==> src/rtl/cp_scoreboard.sv <==
// Register-dependency scoreboard gating the ID->EX issue handshake of the cprv32g pipeline.
// Latency: handshake outputs are combinational; counters, busy map and stall count update one cycle after the event.
// Backpressure: a RAW hazard or a full per-register writer counter drops valid_ex_o and instr_ready_id_o until it clears.
module cp_scoreboard #(
  parameter int MAX_PENDING = 3
) (
  input  logic        clk,
  input  logic        rst,
  input  logic        instr_valid_id_i,
  input  logic [4:0]  rs1_addr_id_i,
  input  logic [4:0]  rs2_addr_id_i,
  input  logic        rs1_used_id_i,
  input  logic        rs2_used_id_i,
  input  logic [4:0]  rd_addr_id_i,
  input  logic        rd_wen_id_i,
  input  logic        ready_ex_i,
  output logic        valid_ex_o,
  output logic        instr_ready_id_o,
  input  logic        wb_valid_i,
  input  logic [4:0]  wb_rd_addr_i,
  output logic        stall_o,
  output logic [31:0] busy_regs_o,
  output logic [15:0] stall_cnt_o,
  output logic        err_o
);

  localparam int CW = $clog2(MAX_PENDING + 1);
  localparam logic [CW-1:0] CNT_MAX = CW'(MAX_PENDING);

  // x0 has no counter; cnt_view[0] is tied to zero so lookups by address need no special case.
  logic [CW-1:0] cnt_q    [1:31];
  logic [CW-1:0] cnt_d    [1:31];
  logic [CW-1:0] cnt_view [0:31];

  logic [15:0] stall_cnt_q, stall_cnt_d;
  logic        err_q, err_d;

  logic        raw1, raw2, ovf, hazard, fire, wb_err;
  logic [31:1] inc_vec, dec_vec;

  // Flatten the counters into an address-indexable view with x0 reading as zero.
  always_comb begin
    cnt_view[0] = '0;
    for (int r = 1; r < 32; r++) begin
      cnt_view[r] = cnt_q[r];
    end
  end

  // Hazard detection from registered counters only; no same-cycle writeback bypass.
  always_comb begin
    raw1   = rs1_used_id_i & (rs1_addr_id_i != 5'd0) & (cnt_view[rs1_addr_id_i] != '0);
    raw2   = rs2_used_id_i & (rs2_addr_id_i != 5'd0) & (cnt_view[rs2_addr_id_i] != '0);
    ovf    = rd_wen_id_i & (rd_addr_id_i != 5'd0) & (cnt_view[rd_addr_id_i] == CNT_MAX);
    hazard = raw1 | raw2 | ovf;
  end

  assign stall_o          = instr_valid_id_i & hazard;
  assign valid_ex_o       = instr_valid_id_i & ~hazard & ~rst;
  assign instr_ready_id_o = ready_ex_i & ~hazard & ~rst;
  assign fire             = valid_ex_o & ready_ex_i;

  // A writeback to a non-zero register with nothing outstanding is a protocol error.
  assign wb_err = wb_valid_i & (wb_rd_addr_i != 5'd0) & (cnt_view[wb_rd_addr_i] == '0);

  // Per-register increment on issue and decrement on retire; decrement never wraps below zero.
  always_comb begin
    inc_vec = '0;
    dec_vec = '0;
    for (int r = 1; r < 32; r++) begin
      inc_vec[r] = fire & rd_wen_id_i & (rd_addr_id_i == 5'(r));
      dec_vec[r] = wb_valid_i & (wb_rd_addr_i == 5'(r)) & (cnt_q[r] != '0);
    end
  end

  // Next-state counters: simultaneous issue and retire on the same register cancel out.
  always_comb begin
    for (int r = 1; r < 32; r++) begin
      cnt_d[r] = cnt_q[r];
      if (inc_vec[r] && !dec_vec[r]) begin
        cnt_d[r] = cnt_q[r] + CW'(1);
      end else if (dec_vec[r] && !inc_vec[r]) begin
        cnt_d[r] = cnt_q[r] - CW'(1);
      end
    end
  end

  // Stall-cycle counter saturates; error flag is sticky until reset.
  always_comb begin
    stall_cnt_d = stall_cnt_q;
    if (stall_o && (stall_cnt_q != 16'hFFFF)) begin
      stall_cnt_d = stall_cnt_q + 16'd1;
    end
    err_d = err_q | wb_err;
  end

  // State registers with synchronous reset discarding all pending writes.
  always_ff @(posedge clk) begin
    if (rst) begin
      for (int r = 1; r < 32; r++) begin
        cnt_q[r] <= '0;
      end
      stall_cnt_q <= '0;
      err_q       <= 1'b0;
    end else begin
      for (int r = 1; r < 32; r++) begin
        cnt_q[r] <= cnt_d[r];
      end
      stall_cnt_q <= stall_cnt_d;
      err_q       <= err_d;
    end
  end

  // Busy map: one bit per register with any writer in flight.
  always_comb begin
    busy_regs_o[0] = 1'b0;
    for (int r = 1; r < 32; r++) begin
      busy_regs_o[r] = (cnt_q[r] != '0);
    end
  end

  assign stall_cnt_o = stall_cnt_q;
  assign err_o       = err_q;

endmodule

==> config.mk <==
export PLATFORM = sky130hd
export DESIGN_NAME = cp_scoreboard
export DESIGN_NICKNAME = d
export VERILOG_FILES = /design/src/rtl/cp_scoreboard.sv
export SDC_FILE = /design/constraint.sdc
export NUM_CORES = 1
export LEC_CHECK = 0
export CAP_MARGIN = 15
export CORE_MARGIN = 2
export CORE_UTILIZATION = 40
export CTS_CLUSTER_DIAMETER = 60
export DETAILED_ROUTE_END_ITERATION = 10
export MAX_ROUTING_LAYER = met4
export PLACE_DENSITY_LB_ADDON = 0.3
export SLEW_MARGIN = 25
export SYNTH_ARGS = -nofsm -noshare
export SYNTH_HDL_FRONTEND = slang
export SYNTH_SLANG_ARGS = --single-unit
==> constraint.sdc <==
create_clock -name clk -period 5.2 [get_ports clk]
set_input_delay 0.52 -clock clk [delete_from_list [all_inputs] [get_ports clk]]
set_output_delay 0.52 -clock clk [all_outputs]
set_load 0.01 [all_outputs]
==> results.md <==
- Clock slew at reported path FFs: 0.06 ns
- Asr flop ratio synth: 0%
- Pins Over Slew Limit: 0
- Maxcap violations: 0
- NumNets Final: 811
- Met3 wire length: 1510 um
- Total GRT Usage: 23.3%
- Synth Register Bits: 79
- Core Rows: 45
- Max H-tree Level: 3
- Post-route setup TNS: 0 ns
- Cell Area, Synth: 6060 um2
- Setup Viol. Count Final: 0
- Drt drc: 0
- Height of the die: 127 um
- Drt pass-1 iters: 5
- CTS tree: built
- Final Hold Viols: 0
- Num CTS Buffers: 9
- Worst path required time: 5.47 ns
- CP Launch Type: input port
- Syn Area/Cell: 8.71 um2
- Share of Yosys cell area claimed by the top area cell type: 26.1%
- Routed wl met2: 8160 um
- Resized Gates After CTS: 0
- Initial core utilization: 40.3%
- Clk_skew: 0.00835 ns
- Port Buf Inserts: 78
- Fmax: 235 MHz
- CP max FO: 31
- Final WL: 17900 um
- Dpl hpwl: 13400 um
- RSZ-0062 raised after global routing: no
- Most common cell after layout, fill and taps aside: dfxtp_1
- # hold bufs at CTS: 0
- Max Buffers Root-to-Sink: 2
- Worst EP arrival: 4.53 ns
- Actual slew at the worst max-slew pin: 0.972 ns
- Chip Width: 127 um
- Worst skew pair latency: 0.35 ns
- Yosys top cell by area: dfxtp_1
- Gr ovfl total: 0
- Root Buffer: clkbuf_16
- Tot Pwr: 1380 uW
- Via count: 5623
- CTS Sinks: 79
- First-pass GRT wire length: 28800 um
- Placer Congestion: 0.972
- Post-CTS Repair Setup Buffers: 0
- HP Class: flop to flop
- # IOs: 80
- Maximum VDD drop: 0.141 mV
- Seq/Total Area, Yosys: 26.1%
- Met1 Wirelength: 7450 um
- Worst relative slew slack: 35.1%
- Top layer in use: met4
- Vias in the first global route: 5609
- Count of cell types in the netlist: 61
- Mapped Cells: 696
- Ys Warns: 0
- Routed WL per cell: 18.9 um
- Largest net degree at the start of global routing: 93
- Top FF cell, synth: dfxtp_1
- WS Path Type: input port to flop
- Core Footprint: 15000 um2
- Synth top area cells: dfxtp_1, mux4_2, xor2_1, ha_1, nor2_1
- Die ar.: 16200 um2
- Vias per cell: 5.96
- Run status: finished clean
- Initial antenna violation count: 0
- Final min period: 4.26 ns
- Post-synth EDFFs: 0
- Area delta synth->final: 18.9%
- Pleak: 0.00275 uW
- ANT nets after route: 0
- Most frequent cells in the layout: dfxtp_1, clkdlybuf4s50_1, nor2_1
- Syn Nets: 756
- Diode count: 0
- Crit path capture type: flop
- DR iter-0 viols: 542
- Pwr dens: 192 nW/um2
- Layout cells sized above 1: 15.3%
- Final period util: 82.0%
## path summary, 6_finish.rpt
kind                       end  cells past startpoint  slack [ns]            start
setup reg to reg  cnt_q[0][39]                     13        1.42     cnt_q[0][22]
hold / removal           err_o                      2        0.44            err_o
hold reg to reg          err_o                      2        0.44            err_o
setup / recovery  cnt_q[0][39]                     14        0.94  rd_addr_id_i[0]
## final cells by class
cell class / instances / area (um2)
clock buffer: 11 / 253
clock inverter: 5 / 32.5
fill: 1443 / 7830
inverter: 20 / 75.1
multi-input combinational: 554 / 4190
sequential: 79 / 1580
tap: 188 / 235
timing repair buffer: 87 / 843
## metrics by stage
stage          hold WS, ns  setup WS, ns  area [um2]  util (%)  instances
2_1_floorplan        0.463          1.67        6060         -        696
5_1_grt              0.464         0.709        7210      47.9        944
4_1_cts              0.451         0.937        7210      47.9        944
3_5_place_dp         0.441         0.625        6920      46.0        928
3_3_place_gp         0.436         0.751        6920      46.0        928
6_report             0.445         0.938        7210      47.9        944
## state kept, by name (all words and copies together) (netlist names)
register	cells
stall_cnt_o	16
err_o	1
cnt_q	62
## critical path, stage by stage
cell and delay, ns:
clkdlybuf4s50_1 0.68, buf_4 0.30, mux4_2 0.53, mux2i_1 0.18
o22ai_1 0.10, o211ai_1 0.14, o311ai_2 0.23, nor4_4 0.28
nand4_4 0.12, buf_4 0.29, nor3_1 0.29, ha_1 0.31
or3_1 0.38, a21oi_1 0.17
## cells by family (layout without fill, tap and decap cells)
logic type      Yosys count  after routing  share of synthesized area, %
compound gates          105            105                          10.8
simple gates            304            304                          28.1
flops                    79             79                          26.1
mux                      50             50                          14.5
fa+ha+maj                32             32                          6.60
xor+xnor                 62             62                          8.95
other cells               1              1                        0.0618
buf+inv                  63            123                          4.91
## layer usage
layer	global-route usage, %	up-vias
met2	36.2	256
met1	28.5	2695
li1	-	2611
met5	-	-
met3	5.32	61
met4	11.7	0
## cell usage after synthesis (3+ instances only)
| cell | count |
|---|---|
| dfxtp_1 | 79 |
| nor2_1 | 68 |
| xor2_1 | 62 |
| nand3_1 | 42 |
| a21oi_1 | 37 |
| o21ai_0 | 37 |
| nor3_1 | 33 |
| or3_1 | 33 |
| ha_1 | 32 |
| mux4_2 | 27 |
| nand2_1 | 25 |
| clkbuf_1 | 22 |
| inv_1 | 17 |
| nor2b_1 | 17 |
| nor3_2 | 17 |
| or2_2 | 13 |
| mux2_2 | 10 |
| nand2b_1 | 10 |
| buf_2 | 7 |
| or2_1 | 7 |
| buf_1 | 6 |
| buf_6 | 6 |
| mux2_4 | 6 |
| mux2i_1 | 6 |
| o211ai_1 | 6 |
| and2_1 | 5 |
| and3_1 | 5 |
| nand4_1 | 5 |
| nor2_2 | 5 |
| a211oi_1 | 4 |
| inv_2 | 3 |
| nand3b_1 | 3 |
| nor4_1 | 3 |
| nor4b_1 | 3 |
## power by group
part / total, uW / internal, uW / switching (uW)
Sequential: 611 / 608 / 3.36
Clock: 605 / 347 / 258
Combinational: 168 / 63.9 / 104
Note: power is estimated with default switching activity, not from simulation.
